--- src/rtl/lfsr_ctrl_pkg.sv ---
// Shared types and defaults for the LFSR sequencing controller.
package lfsr_ctrl_pkg;

  typedef enum logic [1:0] {
    LOAD  = 2'd0,
    RUN   = 2'd1,
    CHECK = 2'd2
  } ctrl_state_t;

  localparam logic [7:0] DEFAULT_SEED = 8'h01;

endpackage

--- src/rtl/tick_div.sv ---
// Free-running step divider: one tick every 2^DIVBITS clocks plus a blink phase.
module tick_div #(
  parameter int DIVBITS = 23
) (
  input  logic clk,
  input  logic rst,
  output logic tick,
  output logic tick_phase
);

  logic [DIVBITS-1:0] count_r;

  // wrapping divider counter
  always_ff @(posedge clk) begin
    if (rst) begin
      count_r <= '0;
    end else begin
      count_r <= count_r + DIVBITS'(1);
    end
  end

  assign tick       = &count_r;
  assign tick_phase = count_r[DIVBITS-1];

endmodule

--- src/rtl/lfsr_ctrl.sv ---
// LFSR sequencer: seed load, tick/manual stepping, period measurement and
// all-zero lockup detection, restarted on every DIP tap change.
module lfsr_ctrl
  import lfsr_ctrl_pkg::*;
#(
  parameter int               WIDTH   = 8,
  parameter int               DIVBITS = 23,
  parameter logic [WIDTH-1:0] SEED    = WIDTH'(DEFAULT_SEED)
) (
  input  logic             clk,
  input  logic             rst,
  input  logic [WIDTH-1:0] taps,
  input  logic             run,
  input  logic             step_req,
  input  logic [WIDTH-1:0] lfsr_state,
  output logic             lfsr_load,
  output logic [WIDTH-1:0] lfsr_seed,
  output logic             lfsr_step,
  output logic [WIDTH:0]   period,
  output logic             period_valid,
  output logic             lockup,
  output logic             tick_phase
);

  localparam logic [WIDTH:0] MAX_CNT = {1'b1, {WIDTH{1'b0}}};
  localparam logic [WIDTH:0] ONE_CNT = {{WIDTH{1'b0}}, 1'b1};

  ctrl_state_t      state_r, state_s;
  logic [WIDTH-1:0] taps_q_r;
  logic             step_pend_r, step_pend_s;
  logic [WIDTH:0]   step_cnt_r, step_cnt_s, cnt_inc_s;
  logic [WIDTH:0]   period_r, period_s;
  logic             period_valid_r, period_valid_s;
  logic             lockup_r, lockup_s;
  logic             tick_s, tap_change_s, step_s, load_s;

  tick_div #(.DIVBITS(DIVBITS)) u_tick_div (
    .clk        (clk),
    .rst        (rst),
    .tick       (tick_s),
    .tick_phase (tick_phase)
  );

  assign tap_change_s = (taps != taps_q_r);
  assign cnt_inc_s    = (step_cnt_r == MAX_CNT) ? step_cnt_r : step_cnt_r + ONE_CNT;

  // next-state and Mealy strobes; a tap change pre-empts everything else
  always_comb begin
    state_s        = state_r;
    step_pend_s    = step_pend_r | step_req;
    step_cnt_s     = step_cnt_r;
    period_s       = period_r;
    period_valid_s = period_valid_r;
    lockup_s       = lockup_r;
    step_s         = 1'b0;
    load_s         = 1'b0;
    if (tap_change_s) begin
      state_s        = LOAD;
      step_pend_s    = 1'b0;
      period_valid_s = 1'b0;
      lockup_s       = 1'b0;
    end else begin
      case (state_r)
        LOAD: begin
          load_s     = 1'b1;
          step_cnt_s = '0;
          state_s    = RUN;
        end
        RUN: begin
          if (run && tick_s) begin
            step_s     = 1'b1;
            step_cnt_s = cnt_inc_s;
            state_s    = CHECK;
          end else if (!run && (step_pend_r || step_req)) begin
            step_s      = 1'b1;
            step_pend_s = 1'b0;
            step_cnt_s  = cnt_inc_s;
            state_s     = CHECK;
          end else begin
            state_s = RUN;
          end
        end
        CHECK: begin
          if (lfsr_state == '0) begin
            lockup_s    = 1'b1;
            step_pend_s = 1'b0;
            state_s     = LOAD;
          end else begin
            state_s = RUN;
            if (!period_valid_r && (lfsr_state == SEED)) begin
              period_s       = step_cnt_r;
              period_valid_s = 1'b1;
            end else if (!period_valid_r && (step_cnt_r == MAX_CNT)) begin
              period_s       = '0;
              period_valid_s = 1'b1;
            end else begin
              period_valid_s = period_valid_r;
            end
          end
        end
        default: begin
          state_s = LOAD;
        end
      endcase
    end
  end

  // controller state and measurement registers
  always_ff @(posedge clk) begin
    if (rst) begin
      state_r        <= LOAD;
      taps_q_r       <= taps;
      step_pend_r    <= 1'b0;
      step_cnt_r     <= '0;
      period_r       <= '0;
      period_valid_r <= 1'b0;
      lockup_r       <= 1'b0;
    end else begin
      state_r        <= state_s;
      taps_q_r       <= taps;
      step_pend_r    <= step_pend_s;
      step_cnt_r     <= step_cnt_s;
      period_r       <= period_s;
      period_valid_r <= period_valid_s;
      lockup_r       <= lockup_s;
    end
  end

  assign lfsr_load    = load_s & ~rst;
  assign lfsr_step    = step_s & ~rst;
  assign lfsr_seed    = SEED;
  assign period       = period_r;
  assign period_valid = period_valid_r;
  assign lockup       = lockup_r;

endmodule

--- config.mk ---
export PLATFORM = sky130hd
export DESIGN_NAME = lfsr_ctrl
export DESIGN_NICKNAME = d
export VERILOG_FILES = /design/src/rtl/lfsr_ctrl_pkg.sv /design/src/rtl/tick_div.sv /design/src/rtl/lfsr_ctrl.sv
export SDC_FILE = /design/constraint.sdc
export NUM_CORES = 1
export LEC_CHECK = 0
export BUFFER_PORTS_ARGS = -buffer_cell sky130_fd_sc_hd__clkbuf_2
export CAP_MARGIN = 10
export CORE_AREA = 2 2 69 71
export DETAILED_ROUTE_END_ITERATION = 10
export DIE_AREA = 0 0 71 73
export PLACE_DENSITY = 0.81
export SLEW_MARGIN = 20
export SYNTH_ARGS = -nofsm -noshare
export SYNTH_HDL_FRONTEND = slang
export SYNTH_SLANG_ARGS = --single-unit
--- constraint.sdc ---
create_clock -name clk -period 4.5 [get_ports clk]
set_clock_uncertainty 0.2 [all_clocks]
set_input_delay 0.675 -clock clk [delete_from_list [all_inputs] [get_ports clk]]
set_output_delay 0.675 -clock clk [all_outputs]
set_load 0.01 [all_outputs]
==> run_results.csv, run 1 <==
group,metric,value,unit
sta,post-route-period-util,67.4,%
grt,antenna_violations_before_repair,0,
floorplanning,std_cell_rows,25,
floorplanning,die_span_in_y,73,µm
run_status,status,"complete, no violations",
logic_synthesis,netlist_area,2540,µm²
place,io_buffers,33,
final_layout,syn_to_final_growth,10.4,%
logic_synthesis,yosys_register_bits,54,
sta,max_slew_margin,45.1,%
worst_setup_path,worstSetupStartpointType,"register",
clock_network,clock_tree.buffer_depth,2,
final_layout,drive_gt1_share,16.1,%
logic_synthesis,syn-mean-instance-area,8.87,µm²
clock_network,post_cts_repair_resize_count,0,
grt,largest_net_degree_at_the_start_of_global_routing,46,
floorplanning,top_level_ports,42,
sta,unrepaired_setup_endpoints_after_global_routing,"no",
floorplanning,start_util,55.9,%
place,dpl.hpwl,3340,µm
sta,finalSetupViolCount,0,
clock_network,cts_buffers,5,
worst_setup_path,rrSetupSlack,1.72,ns
logic_synthesis,seq_area_frac_synth,42.6,%
drt,avgRoutedWirePerCell,12.5,µm
pwr,power_per_cell_area,287,nW/µm²
logic_synthesis,ys_warn_count,0,
drt,via_per_inst,5.45,
clock_network,h-tree-depth,2,
final_layout,seq_area,1080,µm²
final_layout,finalCoreUtilization,61.7,%
worst_setup_path,timing.setup.critical_path_class,"register to primary output",
pwr,irDropWorstVdd,0.218,mV
worst_setup_path,timing.critical_path.fanout_max,8,
final_layout,multiInputGateArea,1350,µm²
drt,firstDrtPassIters,4,
place,globalplace.congestion,0.794,
final_layout,fill_cells,394,
sta,worst-slew-pin-transition,0.817,ns
sta,max_freq,330,MHz
clock_network,cts_sinks,54,
clock_network,cts_root_buffer,"sky130_fd_sc_hd__clkbuf_8",
sta,final_max_slew_viol_count,0,
drt,routed-via-count,2023,
worst_setup_path,critPathRequiredTime,3.62,ns
clock_network,cts_hold_repair.buffers,0,
clock_network,cts_tree,"done",
sta,final.min_clock_period,3.03,ns
final_layout,finish.net_count,343,
worst_setup_path,cp.arrival,2.16,ns
worst_setup_path,worstSetupEndpointType,"primary output",
grt,grt_usage,19.4,%
clock_network,source_to_sink_clock_delay_at_the_later_pin_of_the_worst_skew_pair,0.31,ns
sta,hold_violations,0,
final_layout,num_antenna_cells,0,
clock_network,worst_setup_hold_path_clk_slew,0.10,ns
clock_network,cts_post_setup_buffers_inserted,0,
flow_run,cap_viol_max_count,0,
pwr,static_leakage,1.13,nW
grt,gr-total-overflow,0,
floorplanning,core,4540,µm²
logic_synthesis,number_of_distinct_library_cells_after_synthesis,38,
drt,drcViolationCount,0,
grt,number_of_global_route_vias_before_repair,1914,
sta,fin_setup_tns,0,ns
logic_synthesis,post_synthesis_cell_count,286,
hold_path,hold_class,"register to register",
drt,drt_iter0_drc,78,
drt,final_antenna_net_count,0,
floorplanning,die_area,5180,µm²
drt,routed_wirelength,4640,µm
floorplanning,dieWidth,71,µm
grt,grt_pass1_wl,8200,µm
-- power breakdown --
group / total (W) / switching [W] / internal, W
sequential: 0.000488 / 0.00000388 / 0.000484
clock: 0.000280 / 0.000167 / 0.000113
combinational: 0.0000360 / 0.0000198 / 0.0000162
total: 0.000803 / 0.000191 / 0.000613
-- registers in the layout, summed over array words and instances, names as in the netlist --
name,flops
step_cnt_r,9
lockup,1
taps_q_r,8
step_pend_r,1
state_r,2
period,9
u_tick_div.count_r,23
period_valid,1
-- logic make-up (layout without fill, tap and decap cells) --
group / count (synthesis) / in the layout / share of synthesized area, %
other cells: 2 / 8 / 0.296
xor+xnor: 29 / 29 / 10.0
flops: 54 / 54 / 42.6
fa+ha+maj: 7 / 7 / 3.45
buf+inv: 25 / 50 / 4.93
compound gates: 27 / 27 / 7.55
simple gates: 132 / 132 / 27.1
mux: 10 / 10 / 4.00
-- path summary, 6_finish.rpt --
check	start	to	cells past startpoint
setup / recovery	u_tick_div.count_r[0]$_SDFF_PP0_	lfsr_step	6
hold reg to reg	period[6]$_SDFFE_PP0P_	period[6]$_SDFFE_PP0P_	2
setup reg to reg	u_tick_div.count_r[0]$_SDFF_PP0_	step_cnt_r[6]$_SDFFE_PP0P_	6
hold / removal	period[6]$_SDFFE_PP0P_	period[6]$_SDFFE_PP0P_	2
-- synth_stat cells --
cell type / n / area, µm²
sky130_fd_sc_hd__a21oi_1: 2 / 10.0
sky130_fd_sc_hd__a22o_1: 6 / 52.6
sky130_fd_sc_hd__a311o_2: 1 / 11.3
sky130_fd_sc_hd__a311oi_1: 2 / 17.5
sky130_fd_sc_hd__a31oi_1: 9 / 56.3
sky130_fd_sc_hd__and2_1: 1 / 6.26
sky130_fd_sc_hd__and3_1: 4 / 25.0
sky130_fd_sc_hd__and4_1: 2 / 17.5
sky130_fd_sc_hd__buf_1: 1 / 3.75
sky130_fd_sc_hd__buf_2: 1 / 5.00
sky130_fd_sc_hd__buf_4: 8 / 60.1
sky130_fd_sc_hd__clkbuf_1: 7 / 26.3
sky130_fd_sc_hd__conb_1: 2 / 7.51
sky130_fd_sc_hd__dfxtp_1: 54 / 1080
sky130_fd_sc_hd__ha_1: 7 / 87.6
sky130_fd_sc_hd__inv_1: 8 / 30.0
sky130_fd_sc_hd__mux2_2: 1 / 11.3
sky130_fd_sc_hd__mux2i_1: 9 / 90.1
sky130_fd_sc_hd__nand2_1: 29 / 109
sky130_fd_sc_hd__nand2b_1: 10 / 62.6
sky130_fd_sc_hd__nand3_1: 11 / 55.1
sky130_fd_sc_hd__nand4_1: 7 / 43.8
sky130_fd_sc_hd__nand4_4: 1 / 21.3
sky130_fd_sc_hd__nand4b_1: 1 / 8.76
sky130_fd_sc_hd__nor2_1: 40 / 150
sky130_fd_sc_hd__nor2b_1: 2 / 12.5
sky130_fd_sc_hd__nor3_1: 9 / 45.0
sky130_fd_sc_hd__nor4_1: 1 / 6.26
sky130_fd_sc_hd__nor4_4: 2 / 42.5
sky130_fd_sc_hd__nor4b_1: 1 / 8.76
sky130_fd_sc_hd__o211ai_1: 2 / 15.0
sky130_fd_sc_hd__o21ai_0: 4 / 20.0
sky130_fd_sc_hd__o311ai_0: 1 / 8.76
sky130_fd_sc_hd__or2_2: 4 / 25.0
sky130_fd_sc_hd__or3_1: 3 / 18.8
sky130_fd_sc_hd__or4_1: 4 / 30.0
sky130_fd_sc_hd__xnor2_1: 14 / 123
sky130_fd_sc_hd__xor2_1: 15 / 131
-- cell usage in the layout (no fill, tap or decap), types with 2 or more instances in the layout --
| master | netlist | layout |
|---|---|---|
| sky130_fd_sc_hd__a21oi_1 | 2 | 2 |
| sky130_fd_sc_hd__a22o_1 | 6 | 6 |
| sky130_fd_sc_hd__a311oi_1 | 2 | 2 |
| sky130_fd_sc_hd__a31oi_1 | 9 | 9 |
| sky130_fd_sc_hd__and3_1 | 4 | 4 |
| sky130_fd_sc_hd__and4_1 | 2 | 2 |
| sky130_fd_sc_hd__clkbuf_2 | 0 | 33 |
| sky130_fd_sc_hd__clkbuf_8 | 0 | 5 |
| sky130_fd_sc_hd__clkinv_4 | 0 | 3 |
| sky130_fd_sc_hd__conb_1 | 2 | 8 |
| sky130_fd_sc_hd__dfxtp_1 | 54 | 54 |
| sky130_fd_sc_hd__ha_1 | 7 | 7 |
| sky130_fd_sc_hd__inv_1 | 8 | 8 |
| sky130_fd_sc_hd__mux2i_1 | 9 | 9 |
| sky130_fd_sc_hd__nand2_1 | 29 | 29 |
| sky130_fd_sc_hd__nand2b_1 | 10 | 10 |
| sky130_fd_sc_hd__nand3_1 | 11 | 11 |
| sky130_fd_sc_hd__nand4_1 | 7 | 7 |
| sky130_fd_sc_hd__nor2_1 | 40 | 40 |
| sky130_fd_sc_hd__nor2b_1 | 2 | 2 |
| sky130_fd_sc_hd__nor3_1 | 9 | 9 |
| sky130_fd_sc_hd__nor4_4 | 2 | 2 |
| sky130_fd_sc_hd__o211ai_1 | 2 | 2 |
| sky130_fd_sc_hd__o21ai_0 | 4 | 4 |
| sky130_fd_sc_hd__or2_2 | 4 | 4 |
| sky130_fd_sc_hd__or3_1 | 3 | 3 |
| sky130_fd_sc_hd__or4_1 | 4 | 4 |
| sky130_fd_sc_hd__xnor2_1 | 14 | 14 |
| sky130_fd_sc_hd__xor2_1 | 15 | 15 |
-- metrics by stage --
stage	hold slack, ns	power (W)	cells	area (µm²)	setup slack, ns
6_report	0.279	0.000803	371	2800	1.47
5_1_grt	0.280	0.000834	371	2800	1.29
4_1_cts	0.284	0.000813	371	2800	1.42
3_5_place_dp	0.259	0.000535	363	2700	1.52
3_3_place_gp	0.242	0.000534	363	2700	1.56
2_1_floorplan	0.230	0.000526	292	2560	1.97
-- area by class of cell --
| cell class | count | area share, % |
|---|---|---|
| Clock buffer | 5 | 2.46 |
| Clock inverter | 3 | 0.939 |
| Inverter | 8 | 1.07 |
| Multi-Input combinational cell | 213 | 48.3 |
| Sequential cell | 54 | 38.6 |
| Tap cell | 54 | 2.41 |
| Timing Repair Buffer | 34 | 6.17 |
-- worst max-delay path, stage by stage (launching register included) --
cell	delay (ns)
sky130_fd_sc_hd__dfxtp_1	0.39
sky130_fd_sc_hd__ha_1	0.23
sky130_fd_sc_hd__nand4_1	0.20
sky130_fd_sc_hd__nor4_4	0.48
sky130_fd_sc_hd__a31oi_1	0.27
sky130_fd_sc_hd__nor2_1	0.14
sky130_fd_sc_hd__clkbuf_2	0.14
-- routing by layer --
metal / track usage (%) / part of all wire, %
met1: 24.3 / 46
met5: 0 / 0
met3: 4.14 / 4.2
met4: 5.66 / 0.95
met2: 33.9 / 49
No activity file was read; power rests on OpenSTA's default activity.
==> run 2, diff against run 1 <==
CORE_AREA = 2 2 75 77   (was 2 2 69 71)
DIE_AREA = 0 0 77 79   (was 0 0 71 73)
PLACE_DENSITY = 0.73   (was 0.81)
clock period = 2.55 ns   (was 4.5 ns; I/O delays follow)
==> run 2 against run 1 <==
Die area rose by 17%; register-to-register slack lost 1.4 ns; critical path type unchanged; design area is 5.5% higher; sequential share of layout area fell by 2.0 points; sequential power rose by 76%; global-route usage shrank 4.0 points; routed wire length down 2.0%; sequential cell count is the same; largest power group unchanged; first-iteration DRC count grew 14%; worst hold slack worse by 0.27 ns; total power up 76%; critical endpoint unchanged; highest routed layer unchanged; critical path depth unchanged.
==> run_results.csv, run 2 (synthesis gave the netlist of run 1 again) <==
group,metric,value,unit
worst_setup_path,worstSetupEndpointType,"primary output",
worst_setup_path,critPathRequiredTime,1.97,ns
sta,final.min_clock_period,2.36,ns
drt,via_per_inst,4.99,
sta,max_freq,424,MHz
clock_network,cts_post_setup_buffers_inserted,0,
final_layout,largest_register_ffs,23,
floorplanning,start_util,47.5,%
pwr,irDropWorstVdd,0.271,mV
final_layout,fill_cells,513,
pwr,static_leakage,1.20,nW
final_layout,registers.top_by_ff_count,"u_tick_div.count_r",
worst_setup_path,cell_breakdown_of_the_critical_path,"ha_1, nand4_1, nor4_4, a31oi_2, nor2_1, clkbuf_2",
place,instance_area_after_placement,2790,µm²
clock_network,source_to_sink_clock_delay_at_the_later_pin_of_the_worst_skew_pair,0.30,ns
grt,number_of_global_route_vias_before_repair,1847,
clock_network,cts_tree,"done",
place,dpl.hpwl,3330,µm
flow_run,cap_viol_max_count,0,
final_layout,multiInputGateArea,1360,µm²
clock_network,worst_setup_hold_path_clk_slew,0.09,ns
worst_setup_path,cp.arrival,1.78,ns
floorplanning,dieWidth,77,µm
hold_path,hold_class,"primary input to register",
drt,drcViolationCount,0,
pwr,power_per_cell_area,479,nW/µm²
clock_network,cts_buffers,5,
floorplanning,top_level_ports,42,
sta,setup_slack,0.190,ns
drt,avgRoutedWirePerCell,11.3,µm
clock_network,h-tree-depth,2,
drt,routed-via-count,2015,
clock_network,clock_tree.buffer_depth,2,
final_layout,drive_gt1_share,18.1,%
sta,hold_violations,0,
grt,largest_net_degree_at_the_start_of_global_routing,28,
sta,final_max_slew_viol_count,0,
final_layout,layout_common_cells,"sky130_fd_sc_hd__dfxtp_1 (54), sky130_fd_sc_hd__nor2_1 (40), sky130_fd_sc_hd__clkbuf_2 (33)",
place,globalplace.congestion,0.780,
final_layout,final_common_cell,"sky130_fd_sc_hd__dfxtp_1",
grt,grt_usage,15.5,%
worst_setup_path,timing.critical_path.fanout_max,4,
sta,post-route-period-util,92.5,%
sta,whs,0.00888,ns
clock_network,cts_sinks,54,
grt,antenna_violations_before_repair,0,
floorplanning,die_span_in_y,79,µm
drt,routed_wirelength,4550,µm
floorplanning,die_area,6080,µm²
drt,drt_iter0_drc,89,
final_layout,finish.net_count,358,
worst_setup_path,critPathSlowestCell,"sky130_fd_sc_hd__dfxtp_1",
final_layout,syn_to_final_growth,16.4,%
worst_setup_path,timing.critical_path.slowest_cell_delay,0.38,ns
place,pre_cts_slack,0.288,ns
grt,grt_pass1_wl,7760,µm
worst_setup_path,timing.critical_path.buf_inv,1,
worst_setup_path,top_family_by_delay_on_critical_path,"simple AND/OR/NAND/NOR gates",
floorplanning,core,5340,µm²
place,io_buffers,33,
grt,gr-total-overflow,0,
final_layout,num_antenna_cells,0,
drt,firstDrtPassIters,4,
sta,finalSetupViolCount,0,
floorplanning,std_cell_rows,27,
sta,fin_setup_tns,0,ns
worst_setup_path,worstSetupStartpointType,"register",
final_layout,seq_area,1080,µm²
run_status,status,"complete, no violations",
drt,final_antenna_net_count,0,
worst_setup_path,timing.setup.critical_path_class,"register to primary output",
clock_network,cts_root_buffer,"sky130_fd_sc_hd__clkbuf_8",
final_layout,final_area,2950,µm²
sta,unrepaired_setup_endpoints_after_global_routing,"no",
-- run 2: cell count changes in the layout (fill, tap and decap cells not counted) --
| cell | change |
|---|---|
| sky130_fd_sc_hd__dlygate4sd3_1 | +6 |
| sky130_fd_sc_hd__clkinv_2 | +1 |
| sky130_fd_sc_hd__clkbuf_8 | +1 |
| sky130_fd_sc_hd__buf_4 | +9 |
| sky130_fd_sc_hd__clkinv_4 | -3 |
| sky130_fd_sc_hd__a31oi_2 | +1 |
| sky130_fd_sc_hd__a31oi_1 | -1 |
| sky130_fd_sc_hd__clkbuf_1 | +1 |
-- run 2: power breakdown --
group	internal [W]	switching, W
combinational	0.0000356	0.0000355
clock	0.000220	0.000263
sequential	0.000853	0.00000669
-- run 2: worst paths after layout --
kind / from / end / slack [ns] / cells after the start
max: u_tick_div.count_r[0]$_SDFF_PP0_ / lfsr_step / 0.19 / 6
min: taps[2] / taps_q_r[2]$_DFF_P_ / 0.009 / 1
max reg2reg: u_tick_div.count_r[0]$_SDFF_PP0_ / step_cnt_r[2]$_SDFFE_PP0P_ / 0.32 / 6
min reg2reg: u_tick_div.count_r[0]$_SDFF_PP0_ / u_tick_div.count_r[0]$_SDFF_PP0_ / 0.27 / 1
-- run 2: layout make-up --
type / instances / share of cell area (%)
inverter: 8 / 1.02
clock buffer: 7 / 2.92
multi-input combinational: 213 / 46.0
timing repair buffer: 49 / 10.2
sequential: 54 / 36.6
clock inverter: 1 / 0.170
tap: 72 / 3.05
-- run 2: routing by layer --
layer	part of all wire [%]	vias to the layer above	track usage [%]
met3	3.3	4	3.18
li1	-	1058	-
met2	48	37	27.5
met5	0	-	0
met4	0.70	0	4.82
met1	48	916	18.9
-- run 2: worst reg2reg max path: stages, from the launching register on --
cell,delay (ns)
sky130_fd_sc_hd__dfxtp_1,0.38
sky130_fd_sc_hd__ha_1,0.22
sky130_fd_sc_hd__nand4_1,0.19
sky130_fd_sc_hd__nor4_4,0.24
sky130_fd_sc_hd__a31oi_2,0.18
sky130_fd_sc_hd__or4_1,0.55
sky130_fd_sc_hd__a31oi_1,0.19
-- run 2: through the flow --
stage                     instances  power [W]  utilization (%)
final                           404    0.00141             55.3
after global routing            404    0.00147             55.3
after CTS                       402    0.00143             54.8
after detailed placement        390   0.000944             52.3
after global placement          390   0.000943             52.3
after floorplan                 292   0.000929                -
-- run 2: repair_timing --
item	in CTS	in global routing
resized for setup	0	1
endpoints found under the setup margin	0	1
hold endpoints to repair	4	2
hold buffers	4	2
==> run 3, diff against run 2 <==
CORE_AREA = 2 2 70 72   (was 2 2 75 77)
CTS_BUF_LIST = sky130_fd_sc_hd__clkbuf_8   (was default)
DIE_AREA = 0 0 72 74   (was 0 0 77 79)
PLACE_DENSITY = 0.79   (was 0.73)
clock period = 2.4 ns   (was 2.55 ns; I/O delays follow)
==> run 3 against run 2 <==
Clock power down 4%; critical path depth up 1; non-clock buffer count up 4; design area up 0.68%; routed wire length up 7.9%; core utilization up 9.3 points; sequential power up 6.4%; cell count down 3.7%; register-to-register slack worse by 0.25 ns; largest power group unchanged.
==> run_results.csv, run 3 (synthesis gave the netlist of run 1 again) <==
group,metric,value,unit
clock_network,clock_tree.buffer_depth,2,
sta,final_max_slew_viol_count,0,
floorplanning,core,4600,µm²
worst_setup_path,cp.arrival,2.33,ns
place,pre_cts_slack,0.168,ns
floorplanning,dieWidth,72,µm
sta,whs,0.156,ns
sta,post-route-period-util,97.3,%
grt,antenna_violations_before_repair,0,
clock_network,cts_sinks,54,
place,dpl.hpwl,3450,µm
sta,unrepaired_setup_endpoints_after_global_routing,"yes",
clock_network,worst_setup_hold_path_clk_slew,0.09,ns
sta,fin_setup_tns,0,ns
pwr,static_leakage,1.22,nW
final_layout,fill_cells,365,
floorplanning,start_util,55.2,%
run_status,status,"complete, no violations",
worst_setup_path,timing.critical_path.fanout_max,5,
final_layout,largest_register_ffs,23,
final_layout,layout_common_cells,"sky130_fd_sc_hd__dfxtp_1 (52), sky130_fd_sc_hd__nor2_1 (40), sky130_fd_sc_hd__clkbuf_2 (32)",
sta,finalSetupViolCount,0,
floorplanning,top_level_ports,42,
flow_run,cap_viol_max_count,0,
worst_setup_path,worstSetupEndpointType,"register",
sta,final.min_clock_period,2.33,ns
clock_network,cts_tree,"done",
place,instance_area_after_placement,2780,µm²
clock_network,source_to_sink_clock_delay_at_the_later_pin_of_the_worst_skew_pair,0.30,ns
floorplanning,std_cell_rows,25,
grt,gr-total-overflow,0,
drt,firstDrtPassIters,4,
final_layout,registers.top_by_ff_count,"u_tick_div.count_r",
sta,setup_slack,0.0651,ns
worst_setup_path,critPathRequiredTime,2.40,ns
clock_network,cts_root_buffer,"sky130_fd_sc_hd__clkbuf_8",
place,io_buffers,33,
place,number_of_placed_cells_counting_well_taps,373,
pwr,power_per_cell_area,493,nW/µm²
drt,drt_iter0_drc,147,
worst_setup_path,timing.critical_path.buf_inv,1,
clock_network,h-tree-depth,2,
drt,final_antenna_net_count,0,
drt,avgRoutedWirePerCell,12.6,µm
drt,routed_wirelength,4910,µm
sta,hold_violations,0,
final_layout,finish.net_count,362,
sta,max_freq,428,MHz
drt,routed-via-count,2051,
final_layout,final_common_cell,"sky130_fd_sc_hd__dfxtp_1",
grt,number_of_global_route_vias_before_repair,1866,
clock_network,cts_buffers,5,
final_layout,syn_to_final_growth,17.2,%
worst_setup_path,worstSetupStartpointType,"register",
grt,largest_net_degree_at_the_start_of_global_routing,24,
worst_setup_path,top_family_by_delay_on_critical_path,"simple AND/OR/NAND/NOR gates",
final_layout,drive_gt1_share,19.1,%
worst_setup_path,cell_breakdown_of_the_critical_path,"ha_4, nand4_1, nor4_4, buf_4, a31oi_1, or4_1, o311ai_0",
hold_path,hold_class,"primary input to register",
floorplanning,die_area,5330,µm²
pwr,irDropWorstVdd,0.319,mV
worst_setup_path,critPathSlowestCell,"sky130_fd_sc_hd__or4_1",
grt,grt_pass1_wl,8340,µm
worst_setup_path,timing.setup.critical_path_class,"register to register",
final_layout,final_area,2970,µm²
final_layout,num_antenna_cells,0,
grt,grt_usage,19.6,%
drt,drcViolationCount,0,
floorplanning,die_span_in_y,74,µm
drt,via_per_inst,5.27,
worst_setup_path,timing.critical_path.slowest_cell_delay,0.55,ns
place,globalplace.congestion,0.873,
final_layout,final_cells,389,
-- run 3: cell count changes in the layout (fill, tap and decap cells not counted), sizes merged --
cell / change
buf: +3
dlygate4sd3: +2
clkbuf: -3
inv: +2
clkinv: -1
-- run 3: layout make-up --
type                    instances  area, µm²  share of cell area (%)
well taps                      54       67.6                    2.27
repair buffers                 53        335                    11.3
clock buffers                   5       68.8                    2.32
flip-flops and latches         54       1090                    36.5
clock inverters                 2       7.51                   0.253
multi-input cells             213       1380                    46.3
inverters                       8       30.0                    1.01
-- run 3: worst paths after layout --
check,startpoint,endpoint,slack (ns),cells after the start
max,u_tick_div.count_r[0]$_SDFF_PP0_,step_cnt_r[0]$_SDFFE_PP0P_,0.07,7
min reg2reg,u_tick_div.count_r[0]$_SDFF_PP0_,u_tick_div.count_r[0]$_SDFF_PP0_,0.25,1
max reg2reg,u_tick_div.count_r[0]$_SDFF_PP0_,step_cnt_r[0]$_SDFFE_PP0P_,0.07,7
min,rst,u_tick_div.count_r[14]$_SDFF_PP0_,0.16,2
-- run 3: worst reg2reg max path, cell delays in order (launching register included) --
cell                       delay [ns]
sky130_fd_sc_hd__dfxtp_4         0.38
sky130_fd_sc_hd__ha_4            0.14
sky130_fd_sc_hd__nand4_1         0.18
sky130_fd_sc_hd__nor4_4          0.37
sky130_fd_sc_hd__buf_4           0.17
sky130_fd_sc_hd__a31oi_1         0.16
sky130_fd_sc_hd__or4_1           0.55
sky130_fd_sc_hd__o311ai_0        0.09
-- run 3: metal layers --
| layer | global-route usage [%] | part of all wire (%) |
|---|---|---|
| met1 | 26.2 | 47 |
| met2 | 31.6 | 47 |
| met3 | 4.34 | 4.4 |
| met4 | 6.71 | 1.8 |
| met5 | 0 | 0 |
-- run 3: power by group --
group	switching, W	internal (W)	leakage (nW)
logic	0.0000401	0.0000428	0.732
clock network	0.000272	0.000193	0.0466
registers	0.00000855	0.000907	0.439
total	0.000321	0.00114	1.22
-- run 3: per-stage QoR --
stage / utilization (%) / power [W]
after floorplan: - / 0.000987
final: 64.6 / 0.00146
after global routing: 64.6 / 0.00152
after detailed placement: 60.4 / 0.00101
after global placement: 60.4 / 0.00100
after CTS: 64.0 / 0.00147
-- run 3: repair_timing --
item                                   4_1_cts  5_1_grt
gates resized for setup                      0        8
setup endpoints to repair                    1        4
buffers inserted                             1        1
pin swaps                                    1        5
endpoints found under the hold margin        8        0
hold buffers                                 8        0
gates cloned                                 0        0
